**src/rtl/multicycle_ctrl_pkg.sv**
```systemverilog
// Shared definitions for the multi-cycle control FSM: opcode constants,
// the HALT instruction encoding, state enumeration, datapath select
// encodings and trap cause codes.
package multicycle_ctrl_pkg;

   localparam logic [6:0] OP_R      = 7'b0110011;
   localparam logic [6:0] OP_IMM    = 7'b0010011;
   localparam logic [6:0] OP_LOAD   = 7'b0000011;
   localparam logic [6:0] OP_STORE  = 7'b0100011;
   localparam logic [6:0] OP_BRANCH = 7'b1100011;
   localparam logic [6:0] OP_JAL    = 7'b1101111;
   localparam logic [6:0] OP_JALR   = 7'b1100111;

   // EBREAK is used as the halt instruction; the decoder compares IR to it.
   localparam logic [31:0] HALT_INSTR = 32'h0010_0073;

   typedef enum logic [3:0] {
      RST,
      FETCH,
      DECODE,
      EX_R,
      EX_I,
      WB_ALU,
      MEM_ADDR,
      MEM_RD,
      WB_MEM,
      MEM_WR,
      BRANCH,
      JAL,
      JALR,
      HALT,
      TRAP
   } mc_state_e;

   localparam logic [1:0] ASEL_PC     = 2'd0;
   localparam logic [1:0] ASEL_RS1    = 2'd1;
   localparam logic [1:0] ASEL_OLDPC  = 2'd2;

   localparam logic [1:0] BSEL_RS2    = 2'd0;
   localparam logic [1:0] BSEL_FOUR   = 2'd1;
   localparam logic [1:0] BSEL_IMM    = 2'd2;

   localparam logic [1:0] AOP_ADD     = 2'd0;
   localparam logic [1:0] AOP_SUB     = 2'd1;
   localparam logic [1:0] AOP_FUNCT   = 2'd2;

   localparam logic [1:0] WB_ALUOUT   = 2'd0;
   localparam logic [1:0] WB_MDR      = 2'd1;
   localparam logic [1:0] WB_PC       = 2'd2;

   localparam logic [1:0] PCSRC_ALU      = 2'd0;
   localparam logic [1:0] PCSRC_ALUOUT   = 2'd1;
   localparam logic [1:0] PCSRC_ALU_MASK = 2'd2;

   localparam logic [1:0] TRAP_NONE    = 2'd0;
   localparam logic [1:0] TRAP_ILLEGAL = 2'd1;
   localparam logic [1:0] TRAP_TIMEOUT = 2'd2;

   // States in which a memory request is outstanding and mem_ready is awaited.
   function automatic logic is_mem_wait(input mc_state_e s);
      return (s == FETCH) || (s == MEM_RD) || (s == MEM_WR);
   endfunction

endpackage

```
**src/rtl/multicycle_ctrl_if.sv**
```systemverilog
// Control bundle between the multi-cycle controller (master) and the
// datapath/decoder/memory side (slave). The performance counter outputs
// exist only when MULTICYCLE_PERF_EN is defined.
interface multicycle_ctrl_if;

   logic [6:0] opcode;
   logic       instr_is_halt;
   logic       branch_cond;
   logic       mem_ready;

   logic       pc_wr_en;
   logic       ir_wr_en;
   logic       reg_wr_en;
   logic       mem_req;
   logic       mem_we;
   logic       mem_addr_sel;
   logic [1:0] alu_a_sel;
   logic [1:0] alu_b_sel;
   logic [1:0] alu_op_sel;
   logic [1:0] wb_sel;
   logic [1:0] pc_src;
   logic       halted;
   logic       trap;
   logic [1:0] trap_cause;

`ifdef MULTICYCLE_PERF_EN
   logic [31:0] cyc_cnt;
   logic [31:0] instret_cnt;
   logic [31:0] stall_cnt;
`endif

   modport master (
      input  opcode, instr_is_halt, branch_cond, mem_ready,
      output pc_wr_en, ir_wr_en, reg_wr_en, mem_req, mem_we, mem_addr_sel,
             alu_a_sel, alu_b_sel, alu_op_sel, wb_sel, pc_src,
             halted, trap, trap_cause
`ifdef MULTICYCLE_PERF_EN
      , output cyc_cnt, instret_cnt, stall_cnt
`endif
   );

   modport slave (
      output opcode, instr_is_halt, branch_cond, mem_ready,
      input  pc_wr_en, ir_wr_en, reg_wr_en, mem_req, mem_we, mem_addr_sel,
             alu_a_sel, alu_b_sel, alu_op_sel, wb_sel, pc_src,
             halted, trap, trap_cause
`ifdef MULTICYCLE_PERF_EN
      , input cyc_cnt, instret_cnt, stall_cnt
`endif
   );

endinterface

```
**src/rtl/multicycle_ctrl_mem_timeout.sv**
```systemverilog
// Memory wait timeout: counts consecutive cycles spent waiting for
// mem_ready and flags expiry on the TMO_CYC-th waiting cycle. A ready
// arriving on that same cycle suppresses the expiry.
module mc_mem_timeout #(
   parameter int TMO_CYC = 64,
   parameter int TMO_W   = 8
) (
   input  logic clk,
   input  logic rst,
   input  logic waiting,
   input  logic mem_ready,
   output logic expired
);

   logic [TMO_W-1:0] cnt;

   // Count waiting cycles; any cycle that is not a stalled wait restarts from zero.
   always_ff @(posedge clk or posedge rst) begin
      if (rst) begin
         cnt <= '0;
      end else if (waiting && !mem_ready) begin
         cnt <= cnt + TMO_W'(1);
      end else begin
         cnt <= '0;
      end
   end

   // Expire when the current stalled cycle is the TMO_CYC-th one.
   always_comb begin
      expired = waiting && !mem_ready && (cnt == TMO_W'(TMO_CYC - 1));
   end

endmodule

```
**src/rtl/multicycle_ctrl.sv**
```systemverilog
// Multi-cycle RV32I-subset controller: a Moore FSM that schedules the
// shared ALU, unified memory and register writes state by state.
// Optional feature macro: MULTICYCLE_PERF_EN (cycle/instret/stall counters).
module multicycle_ctrl
   import multicycle_ctrl_pkg::*;
#(
   parameter int TMO_CYC = 64,
   parameter int TMO_W   = 8
) (
   input  logic               clk,
   input  logic               rst,
   multicycle_ctrl_if.master  bus
);

   mc_state_e  state;
   mc_state_e  next_state;
   logic [1:0] cause_q;
   logic [1:0] cause_d;
   logic       waiting;
   logic       tmo_expired;

   assign waiting = is_mem_wait(state);

   mc_mem_timeout #(
      .TMO_CYC (TMO_CYC),
      .TMO_W   (TMO_W)
   ) u_timeout (
      .clk       (clk),
      .rst       (rst),
      .waiting   (waiting),
      .mem_ready (bus.mem_ready),
      .expired   (tmo_expired)
   );

   // State and latched trap cause registers.
   always_ff @(posedge clk or posedge rst) begin
      if (rst) begin
         state   <= RST;
         cause_q <= TRAP_NONE;
      end else begin
         state   <= next_state;
         cause_q <= cause_d;
      end
   end

   // Next-state selection, including decode dispatch and timeout traps.
   always_comb begin
      next_state = state;
      cause_d    = cause_q;
      unique case (state)
         RST:      next_state = FETCH;
         FETCH: begin
            if (bus.mem_ready) begin
               next_state = DECODE;
            end else if (tmo_expired) begin
               next_state = TRAP;
               cause_d    = TRAP_TIMEOUT;
            end
         end
         DECODE: begin
            if (bus.instr_is_halt) begin
               next_state = HALT;
            end else begin
               unique case (bus.opcode)
                  OP_R:                next_state = EX_R;
                  OP_IMM:              next_state = EX_I;
                  OP_LOAD, OP_STORE:   next_state = MEM_ADDR;
                  OP_BRANCH:           next_state = BRANCH;
                  OP_JAL:              next_state = JAL;
                  OP_JALR:             next_state = JALR;
                  default: begin
                     next_state = TRAP;
                     cause_d    = TRAP_ILLEGAL;
                  end
               endcase
            end
         end
         EX_R, EX_I: next_state = WB_ALU;
         WB_ALU:     next_state = FETCH;
         MEM_ADDR:   next_state = (bus.opcode == OP_STORE) ? MEM_WR : MEM_RD;
         MEM_RD: begin
            if (bus.mem_ready) begin
               next_state = WB_MEM;
            end else if (tmo_expired) begin
               next_state = TRAP;
               cause_d    = TRAP_TIMEOUT;
            end
         end
         WB_MEM:     next_state = FETCH;
         MEM_WR: begin
            if (bus.mem_ready) begin
               next_state = FETCH;
            end else if (tmo_expired) begin
               next_state = TRAP;
               cause_d    = TRAP_TIMEOUT;
            end
         end
         BRANCH, JAL, JALR: next_state = FETCH;
         HALT, TRAP:        next_state = state;
         default:           next_state = RST;
      endcase
   end

   // Per-state control schedule; the fetch strobes are qualified by the handshake.
   always_comb begin
      bus.pc_wr_en     = 1'b0;
      bus.ir_wr_en     = 1'b0;
      bus.reg_wr_en    = 1'b0;
      bus.mem_req      = 1'b0;
      bus.mem_we       = 1'b0;
      bus.mem_addr_sel = 1'b0;
      bus.alu_a_sel    = ASEL_PC;
      bus.alu_b_sel    = BSEL_RS2;
      bus.alu_op_sel   = AOP_ADD;
      bus.wb_sel       = WB_ALUOUT;
      bus.pc_src       = PCSRC_ALU;
      bus.halted       = 1'b0;
      bus.trap         = 1'b0;
      bus.trap_cause   = TRAP_NONE;
      unique case (state)
         FETCH: begin
            bus.mem_req   = 1'b1;
            bus.alu_a_sel = ASEL_PC;
            bus.alu_b_sel = BSEL_FOUR;
            bus.ir_wr_en  = bus.mem_ready;
            bus.pc_wr_en  = bus.mem_ready;
            bus.pc_src    = PCSRC_ALU;
         end
         DECODE: begin
            bus.alu_a_sel = ASEL_OLDPC;
            bus.alu_b_sel = BSEL_IMM;
         end
         EX_R: begin
            bus.alu_a_sel  = ASEL_RS1;
            bus.alu_b_sel  = BSEL_RS2;
            bus.alu_op_sel = AOP_FUNCT;
         end
         EX_I: begin
            bus.alu_a_sel  = ASEL_RS1;
            bus.alu_b_sel  = BSEL_IMM;
            bus.alu_op_sel = AOP_FUNCT;
         end
         WB_ALU: begin
            bus.reg_wr_en = 1'b1;
            bus.wb_sel    = WB_ALUOUT;
         end
         MEM_ADDR: begin
            bus.alu_a_sel = ASEL_RS1;
            bus.alu_b_sel = BSEL_IMM;
         end
         MEM_RD: begin
            bus.mem_req      = 1'b1;
            bus.mem_addr_sel = 1'b1;
         end
         WB_MEM: begin
            bus.reg_wr_en = 1'b1;
            bus.wb_sel    = WB_MDR;
         end
         MEM_WR: begin
            bus.mem_req      = 1'b1;
            bus.mem_we       = 1'b1;
            bus.mem_addr_sel = 1'b1;
         end
         BRANCH: begin
            bus.alu_a_sel  = ASEL_RS1;
            bus.alu_b_sel  = BSEL_RS2;
            bus.alu_op_sel = AOP_SUB;
            bus.pc_wr_en   = bus.branch_cond;
            bus.pc_src     = PCSRC_ALUOUT;
         end
         JAL: begin
            bus.reg_wr_en = 1'b1;
            bus.wb_sel    = WB_PC;
            bus.pc_wr_en  = 1'b1;
            bus.pc_src    = PCSRC_ALUOUT;
         end
         JALR: begin
            bus.alu_a_sel = ASEL_RS1;
            bus.alu_b_sel = BSEL_IMM;
            bus.reg_wr_en = 1'b1;
            bus.wb_sel    = WB_PC;
            bus.pc_wr_en  = 1'b1;
            bus.pc_src    = PCSRC_ALU_MASK;
         end
         HALT:    bus.halted = 1'b1;
         TRAP: begin
            bus.trap       = 1'b1;
            bus.trap_cause = cause_q;
         end
         default: ;
      endcase
   end

`ifdef MULTICYCLE_PERF_EN
   // Free-running performance counters, wrapping modulo 2^32.
   always_ff @(posedge clk or posedge rst) begin
      if (rst) begin
         bus.cyc_cnt     <= '0;
         bus.instret_cnt <= '0;
         bus.stall_cnt   <= '0;
      end else begin
         if ((state != RST) && (state != HALT) && (state != TRAP)) begin
            bus.cyc_cnt <= bus.cyc_cnt + 32'd1;
         end
         if ((state != RST) && (state != FETCH) && (next_state == FETCH)) begin
            bus.instret_cnt <= bus.instret_cnt + 32'd1;
         end
         if (waiting && !bus.mem_ready) begin
            bus.stall_cnt <= bus.stall_cnt + 32'd1;
         end
      end
   end
`endif

endmodule

```
**src/flat_wrapper.sv**
```systemverilog
// flat-port wrapper written by rule: the top's interface ports become plain ports
module multicycle_ctrl_flat import multicycle_ctrl_pkg::*;
#(
   parameter int TMO_CYC = 64,
   parameter int TMO_W   = 8
)
  (clk, rst, bus_opcode, bus_instr_is_halt, bus_branch_cond, bus_mem_ready, bus_pc_wr_en, bus_ir_wr_en, bus_reg_wr_en, bus_mem_req, bus_mem_we, bus_mem_addr_sel, bus_alu_a_sel, bus_alu_b_sel, bus_alu_op_sel, bus_wb_sel, bus_pc_src, bus_halted, bus_trap, bus_trap_cause);
  multicycle_ctrl_if bus_i ();
  input  logic clk;
  input  logic rst;
  input wire logic [$bits(bus_i.opcode)-1:0] bus_opcode;
  input wire logic [$bits(bus_i.instr_is_halt)-1:0] bus_instr_is_halt;
  input wire logic [$bits(bus_i.branch_cond)-1:0] bus_branch_cond;
  input wire logic [$bits(bus_i.mem_ready)-1:0] bus_mem_ready;
  output wire logic [$bits(bus_i.pc_wr_en)-1:0] bus_pc_wr_en;
  output wire logic [$bits(bus_i.ir_wr_en)-1:0] bus_ir_wr_en;
  output wire logic [$bits(bus_i.reg_wr_en)-1:0] bus_reg_wr_en;
  output wire logic [$bits(bus_i.mem_req)-1:0] bus_mem_req;
  output wire logic [$bits(bus_i.mem_we)-1:0] bus_mem_we;
  output wire logic [$bits(bus_i.mem_addr_sel)-1:0] bus_mem_addr_sel;
  output wire logic [$bits(bus_i.alu_a_sel)-1:0] bus_alu_a_sel;
  output wire logic [$bits(bus_i.alu_b_sel)-1:0] bus_alu_b_sel;
  output wire logic [$bits(bus_i.alu_op_sel)-1:0] bus_alu_op_sel;
  output wire logic [$bits(bus_i.wb_sel)-1:0] bus_wb_sel;
  output wire logic [$bits(bus_i.pc_src)-1:0] bus_pc_src;
  output wire logic [$bits(bus_i.halted)-1:0] bus_halted;
  output wire logic [$bits(bus_i.trap)-1:0] bus_trap;
  output wire logic [$bits(bus_i.trap_cause)-1:0] bus_trap_cause;
  assign bus_i.opcode = bus_opcode;
  assign bus_i.instr_is_halt = bus_instr_is_halt;
  assign bus_i.branch_cond = bus_branch_cond;
  assign bus_i.mem_ready = bus_mem_ready;
  assign bus_pc_wr_en = bus_i.pc_wr_en;
  assign bus_ir_wr_en = bus_i.ir_wr_en;
  assign bus_reg_wr_en = bus_i.reg_wr_en;
  assign bus_mem_req = bus_i.mem_req;
  assign bus_mem_we = bus_i.mem_we;
  assign bus_mem_addr_sel = bus_i.mem_addr_sel;
  assign bus_alu_a_sel = bus_i.alu_a_sel;
  assign bus_alu_b_sel = bus_i.alu_b_sel;
  assign bus_alu_op_sel = bus_i.alu_op_sel;
  assign bus_wb_sel = bus_i.wb_sel;
  assign bus_pc_src = bus_i.pc_src;
  assign bus_halted = bus_i.halted;
  assign bus_trap = bus_i.trap;
  assign bus_trap_cause = bus_i.trap_cause;
  multicycle_ctrl #(.TMO_CYC(TMO_CYC), .TMO_W(TMO_W)) u_core (.clk(clk), .rst(rst), .bus(bus_i));
endmodule
```
**config.mk**
```make
export PLATFORM = sky130hd
export DESIGN_NAME = multicycle_ctrl_flat
export DESIGN_NICKNAME = d
export VERILOG_FILES = /design/src/rtl/multicycle_ctrl_pkg.sv /design/src/rtl/multicycle_ctrl_if.sv /design/src/rtl/multicycle_ctrl_mem_timeout.sv /design/src/rtl/multicycle_ctrl.sv /design/src/flat_wrapper.sv
export SDC_FILE = /design/constraint.sdc
export NUM_CORES = 1
export LEC_CHECK = 0
export ABC_AREA = 1
export CAP_MARGIN = 20
export CELL_PAD_IN_SITES_DETAIL_PLACEMENT = 2
export CELL_PAD_IN_SITES_GLOBAL_PLACEMENT = 2
export CORE_MARGIN = 3
export CORE_UTILIZATION = 26
export CTS_BUF_LIST = sky130_fd_sc_hd__clkbuf_4 sky130_fd_sc_hd__clkbuf_8
export CTS_CLUSTER_SIZE = 10
export DETAILED_ROUTE_END_ITERATION = 12
export PLACE_DENSITY_LB_ADDON = 0.1
export REMOVE_ABC_BUFFERS = 1
export SLEW_MARGIN = 20
export SYNTH_ARGS = -nofsm -noshare
export SYNTH_HDL_FRONTEND = slang
export SYNTH_SLANG_ARGS = --single-unit
```
**constraint.sdc**
```tcl
create_clock -name clk -period 3.7 [get_ports clk]
set_input_delay 0.37 -clock clk [delete_from_list [all_inputs] [get_ports clk]]
set_output_delay 0.37 -clock clk [all_outputs]
set_load 0.03 [all_outputs]
```
### Yosys cells after proc, flatten, opt, wreduce, memory -nomap -nowiden

Cells that the tools add are included.

| cells by class | value |
|---|---|
| $add $sub $neg | 1 |
| multipliers | 0 |
| div/mod/pow operators | 0 |
| magnitude comparators | 0 |
| eq/ne operators | 26 |
| shift-type cells | 0 |
| multiplexer cells | 28 |
| bitwise logic cells | 0 |
| reductions and logical operators | 20 |

Operator list:

| operator | count |
|---|---|
| $pmux 4 s8 | 1 |
| $eq 4x4->1 const B | 7 |
| $mux 4 | 6 |
| $pmux 2 s2 | 6 |
| $pmux 4 s6 | 1 |
| $eq 7x7->1 const B | 3 |
| $eq 4x3->1 const B | 4 |
| $eq 7x6->1 const B | 2 |
| $reduce_or 2->1 | 6 |
| $mux 2 | 5 |
| $add 8x1->8 const B | 1 |
| $eq 4x2->1 const B | 2 |
| $eq 8x6->1 const B | 1 |
| $mux 8 | 1 |
| $reduce_or 4->1 | 2 |
| $eq 7x2->1 const B | 1 |
| $eq 7x5->1 const B | 1 |
| $mux 1 | 7 |
| $reduce_or 7->1 | 1 |
| $ne 2x2->1 const B | 3 |
| $reduce_or 6->1 | 1 |
| $reduce_and 5->1 | 1 |
| $reduce_or 5->1 | 1 |
| $eq 4x1->1 const B | 1 |
| other kinds (8) | 10 |

| storage, ports and cells | value |
|---|---|
| register bits after elaboration | 14 |
| bits in latches | 0 |
| memory bits (writable) | 0 |
| memory bits (read-only) | 0 |
| memories kept | 0 |

### Depth between registers and ports, before layout

Gate-level depths: netlist (run 1).

| logic depth | value |
|---|---|
| depth after elaboration | 8 |
| gate-level depth with buffers | 10 |
| gate-level depth less buffers | 10 |

### Hierarchy

From an unflattened synthesis (run 1), not the netlist that was laid out.

| second synthesis, totals | value |
|---|---|
| cell total of the unflattened synthesis | 190 |
| area, all modules | 1161.1 um2 |

Modules (own cells, without submodules):

| module | instances | cells each | area an instance (um2) | seq. area each (um2) |
|---|---|---|---|---|
| multicycle_ctrl | 1 | 142 | 752.0 | 150.1 |
| mc_mem_timeout | 1 | 48 | 409.1 | 200.2 |

### Worst setup path before layout (run 1)

No wires, ideal clock.

| path | value |
|---|---|
| kind | reg-to-output |
| start | reg u_core.state[0] |
| end | out bus_trap_cause[0] |
| arrival | 1.673 ns |
| data required time | 3.330 ns |
| slack | 1.657 ns |
| stages on the path, launching flop included | 6 |
| path buffers | 0 |
| path through | dfrtp_1 > inv_2 > nand2_1 > nor2_1 > inv_1 > nor2_1 |

| between the ends | value |
|---|---|
| longest elaborated chain between the ends | 2 |

Ends and longest elaborated chain:

| element | line | RTL |
|---|---|---|
| from (decl) | multicycle_ctrl.sv:15 | `mc_state_e state;` |
| from (signal assigned) | multicycle_ctrl.sv:41 | `state <= next_state;` |
| $eq 4x4->1 | multicycle_ctrl.sv:120 | `unique case (state)` |
| $mux 2 | multicycle_ctrl.sv:120 |  |
| to (decl) | flat_wrapper.sv:28 | `output wire logic [$bits(bus_i.trap_cause)-1:0] bus_trap_cause;` |

No other way between the ends.

### Final worst setup path (run 1)

Ends and elaborated chain as after synthesis.

==> impl_metrics.tcl, run 1 <==
set metrics [dict create \
    status "finished, final reports clean" \
    synth_area_um2 1090 \
    cp_max_fo 7 \
    cp-start-kind "flip-flop" \
    fin_nets 232 \
    rows 22 \
    multiInputGateArea_um2 616 \
    routed_wl_um 4090 \
    slew_violations 0 \
    ys_seq_elements 14 \
    htreeDepth 1 \
    mostFrequentLayoutCells "nand2_1, nor2_1, clkdlybuf4s50_1" \
    timing.hold.ws_ns 0.469 \
    cap_violations 0 \
    worst_skew_pair.late_latency_ns 0.25 \
    die_w_um 70.7 \
    antenna_found_initial 0 \
    power_density_nw_per_um2 640 \
    fin_setup_tns_ns 0 \
    post-route-min-period_ns 2.57 \
    power_leakage_nw 0.764 \
    overflow 0 \
    die-area_um2 5000 \
    layout-drive-gt1-share_pct 9.17 \
    dp_hpwl_um 3390 \
    fillers 490 \
    diodes 0 \
    peakVddDrop_uv 218 \
    path_class "flip-flop to primary output" \
    worst_pin_slew_ns 0.556 \
    fin_ws_ns 1.13 \
    ant_nets 0 \
    syn_to_final_growth_pct 39.0 \
    arrival_ns 2.20 \
    globalplace.congestion 0.837 \
    cts_setup_buffers 0 \
    cts_tree "yes" \
    final_common_cell "nand2_1" \
    yosys_warnings 0 \
    num_vias 1317 \
    critPathMaxStageDelay_ns 0.68 \
    cts_sinks 14 \
    clockBufferDepth 2 \
    path_buf_inv 3 \
    start_util_pct 28.3 \
    ff_latch_area_um2 350 \
    path_clk_slew_ns 0.06 \
    postLayoutCellArea_um2 1520 \
    path_cells "inv_2 > nand2_1 > nor2_1 > inv_1 > nor2_1 > clkdlybuf4s50_1" \
    syn_inst 183 \
    grt_pass1_vias 1498 \
    final-setup-viol-count 0 \
    cts_root_buf "clkbuf_8" \
    grt_max_degree 15 \
    finalClockSkew_ns 0.00455 \
    first_pass_iters 4 \
    port_buffers 31 \
    critPathMostFrequentCell "nor2_1" \
    synth-seq-area-share_pct 32.1 \
    pre_cts_ws_ns 1.40 \
    pin_count 32 \
    die_h_um 70.7 \
    synth_cell_types 22 \
    post_cts_resized 0 \
    grt_pass1_wl_um 7180 \
    min_path_type "primary input to asynchronous set/reset pin" \
    syn_area_per_cell_um2 5.96 \
    hold_violations 0 \
    via_per_inst 4.95 \
    cts_buffers 3 \
    dpl_cell_area_um2 1460 \
    cp-end-kind "primary output" \
    core-area_um2 3850 \
    rsz0062_at_grt "no" \
    drt_iter0_drc 49 \
    slew_headroom_pct 62.9 \
    max_freq_ghz 0.390 \
    wl_per_cell_um 15.4 \
    grt_use_total_pct 17.7 \
    fin_crit_sh_pct 69.3 \
    crit_family "buffers and inverters" \
    required_ns 3.33 \
    post-route-drc-count 0 \
    hold_buffers 0 \
    critPathSlowestCell "clkdlybuf4s50_1" \
]
==> cell usage after synthesis, drive strengths merged <==
master | count | share of area (%)
nand2 | 49 | 18
nor2 | 44 | 16
inv | 33 | 11
dfrtp | 14 | 32
nand3 | 14 | 6.9
a21oi | 11 | 5.4
o21ai | 8 | 3.7
nand4 | 3 | 1.7
and3 | 1 | 0.57
ha | 1 | 1.1
nor3 | 1 | 0.46
nor3b | 1 | 0.69
o22ai | 1 | 0.57
o31ai | 1 | 0.69
xor2 | 1 | 0.80
==> where the power goes <==
part           switching [mW]  total [mW]  internal [mW]  leakage, nW
sequential             0.0426       0.226          0.183        0.188
combinational           0.384       0.591          0.207        0.547
clock                  0.0584       0.153         0.0943       0.0288
==> through the flow <==
step                      cells  total power [mW]  util [%]
after floorplan             183             0.590         -
after global placement      262             0.793      37.9
after detailed placement    262             0.823      37.9
after CTS                   266             0.980      39.3
after global routing        266              1.05      39.3
final                       266             0.970      39.3
==> routing by layer <==
layer	global-route usage, %	wire, µm	vias to the layer above
met5	0	0	-
met4	1.88	9	0
met3	3.98	151	2
met2	33.6	2160	28
met1	20.7	1770	651
li1	-	-	636
==> layout make-up <==
cell class	instances	area share, %
tap	48	3.96
timing repair buffer	31	20.5
inverter	33	8.18
multi-input combinational	136	40.6
clock buffer	4	3.63
sequential	14	23.1
==> final timing paths <==
path | start | end | slack, ns | cells past startpoint
worst min register to register | u_core.u_timeout.cnt[0] | u_core.u_timeout.cnt[0] | 0.48 | 1
worst max register to register | u_core.u_timeout.cnt[0] | u_core.cause_q[0] | 1.95 | 10
min in group clk | u_core.u_timeout.cnt[0] | u_core.u_timeout.cnt[0] | 0.48 | 1
worst max-delay path | u_core.state[0] | bus_trap_cause[0] | 1.13 | 6
worst min-delay path | rst | u_core.u_timeout.cnt[0] | 0.47 | 2
max in group asynchronous | rst | u_core.u_timeout.cnt[7] | 2.86 | 2
==> logic make-up after synthesis <==
logic type | count (synthesis) | share of synthesized area [%]
buffers and inverters | 33 | 11.4
AO/OA/AOI/OAI | 21 | 10.3
flip-flops | 14 | 32.1
adder cells (fa/ha/maj) | 1 | 1.15
AND/OR/NAND/NOR | 113 | 44.2
XOR/XNOR | 1 | 0.804
==> flip-flops by register name, summed over array words and instances, names as in the netlist <==
register / cells
u_core.u_timeout.cnt: 8
u_core.state: 4
u_core.cause_q: 2
Note: power is estimated with default switching activity, not from simulation.
==> run 2, diff against run 1 <==
CORE_UTILIZATION = 24   (was 26)
clock period = 2.4 ns   (was 3.7 ns; I/O delays follow)
==> run 2 against run 1 <==
  * Critical endpoint is now bus_alu_a_sel[0]
  * Sequential power up 53%
  * Global-route usage down 1.0 points
  * Critical path type unchanged
  * Sequential share of layout area down 0.23 points
  * Flip-flop and latch count unchanged
  * Clock-buffer cell count unchanged
  * Register-to-register slack worse by 1.2 ns
  * Largest power group unchanged
  * Setup slack worse by 1.1 ns
==> impl_metrics.tcl, run 2 (same netlist as run 1, synthesis figures left out) <==
set metrics [dict create \
    first_pass_iters 4 \
    highest_layer "met4" \
    port_buffers 31 \
    final-setup-viol-count 0 \
    dp_hpwl_um 3320 \
    htreeDepth 1 \
    path_clk_slew_ns 0.07 \
    start_util_pct 25.9 \
    hold_violations 0 \
    hold_buffers 0 \
    cp_max_fo 7 \
    slew_headroom_pct 62.7 \
    met3_length_um 171 \
    cts_setup_buffers 0 \
    die_w_um 73.4 \
    rsz0062_at_grt "yes" \
    num_vias 1294 \
    grt_pass1_vias 1504 \
    finalClockSkew_ns 0.00445 \
    status "finished, final reports clean" \
    power_density_nw_per_um2 975 \
    routed_wl_um 3910 \
    layout-drive-gt1-share_pct 10.0 \
    grt_pass1_wl_um 6990 \
    ant_nets 0 \
    fin_util_pct 36.4 \
    mostFrequentLayoutCells "nand2_1, nor2_1, clkdlybuf4s50_1" \
    via_per_inst 4.81 \
    fin_total_pwr_mw 1.49 \
    cts_sinks 14 \
    rows 23 \
    dr_wl_met2_um 1930 \
    final_common_cell "nand2_1" \
    r2r_end "u_core.cause_q[0]" \
    pin_count 32 \
    fin_nets 233 \
    post-route-drc-count 0 \
    post-route-min-period_ns 2.34 \
    globalplace.congestion 0.821 \
    clockBufferDepth 2 \
    grt_max_degree 15 \
    worst_pin_slew_ns 0.560 \
    overflow 0 \
    reg2reg_from "u_core.u_timeout.cnt[0]" \
    min_path_type "primary input to asynchronous set/reset pin" \
    cp-start-kind "flip-flop" \
    largest_reg_flops 8 \
    peakVddDrop_uv 293 \
    arrival_ns 2.10 \
    dpl_cell_area_um2 1470 \
    top_regs "u_core.u_timeout.cnt (8), u_core.state (4), u_core.cause_q (2)" \
    wl_per_cell_um 14.5 \
    routedLengthMet1_um 1770 \
    power_leakage_nw 0.812 \
    cp-end-kind "primary output" \
    cts_buffers 3 \
    worst_skew_pair.late_latency_ns 0.26 \
    slew_violations 0 \
    core-area_um2 4200 \
    regMostFlops "u_core.u_timeout.cnt" \
    drt_iter0_drc 58 \
    timing.hold.ws_ns 0.334 \
    fillers 528 \
    cap_violations 0 \
    antenna_found_initial 0 \
    path_class "flip-flop to primary output" \
    fin_crit_sh_pct 97.3 \
    required_ns 2.16 \
    cts_root_buf "clkbuf_8" \
    critPathLaunch "u_core.state[1]" \
    die-area_um2 5390 \
    diodes 0 \
    max_freq_ghz 0.428 \
    die_h_um 73.4 \
    cts_tree "yes" \
    grt_use_total_pct 16.6 \
    r2r_cells 10 \
    syn_to_final_growth_pct 40.4 \
    reg2reg_slack_ns 0.72 \
    postLayoutCellArea_um2 1530 \
]
run 2: metrics by stage:
stage               worst slack (ns)  cells  setup TNS [ns]
detailed placement             0.235    265               0
finish                        0.0647    269               0
global placement               0.306    265               0
CTS                          0.00253    269               0
floorplan                      0.487    183               0
global route                 -0.0345    269         -0.0345
run 2: area by class of cell:
type | instances | area, µm² | share of cell area [%]
Timing Repair Buffer | 32 | 320 | 20.9
Sequential cell | 14 | 350 | 22.9
Clock buffer | 4 | 55.1 | 3.60
Multi-Input combinational cell | 136 | 618 | 40.4
Inverter | 33 | 124 | 8.09
Tap cell | 50 | 62.6 | 4.09
run 2: worst max path at each step:
stage | slack, ns | to | depth (start not counted)
after floorplan | 0.49 | bus_trap_cause[0] | 5
after global placement | 0.31 | bus_pc_wr_en | 9
after detailed placement | 0.23 | bus_pc_wr_en | 9
after CTS | 0.003 | bus_trap_cause[1] | 5
after global routing | -0.03 | bus_alu_a_sel[0] | 5
final | 0.06 | bus_alu_a_sel[0] | 5
run 2: repair_timing:
item / 4_1_cts / 5_1_grt
pin swaps: 0 / 0
resized for setup: 2 / 3
endpoints found under the setup margin: 2 / 3
run 2: routing by layer:
layer  GRT usage (%)  up-vias
met3            3.56        4
li1                -      639
met2            29.3       31
met1            21.0      620
met5               0        -
met4            3.02        0
run 2: worst max-delay path: stages (launching register included):
cell and delay [ns]:
dfrtp_1 0.47, nand2_1 0.25, nor2_1 0.29, nor2_1 0.07
nand3_1 0.08, clkdlybuf4s50_1 0.67
run 2: power breakdown:
part | internal, mW | leakage, nW | switching [mW] | total, mW
clock | 0.146 | 0.0288 | 0.0993 | 0.245
combinational | 0.317 | 0.595 | 0.583 | 0.900
sequential | 0.282 | 0.188 | 0.0637 | 0.346
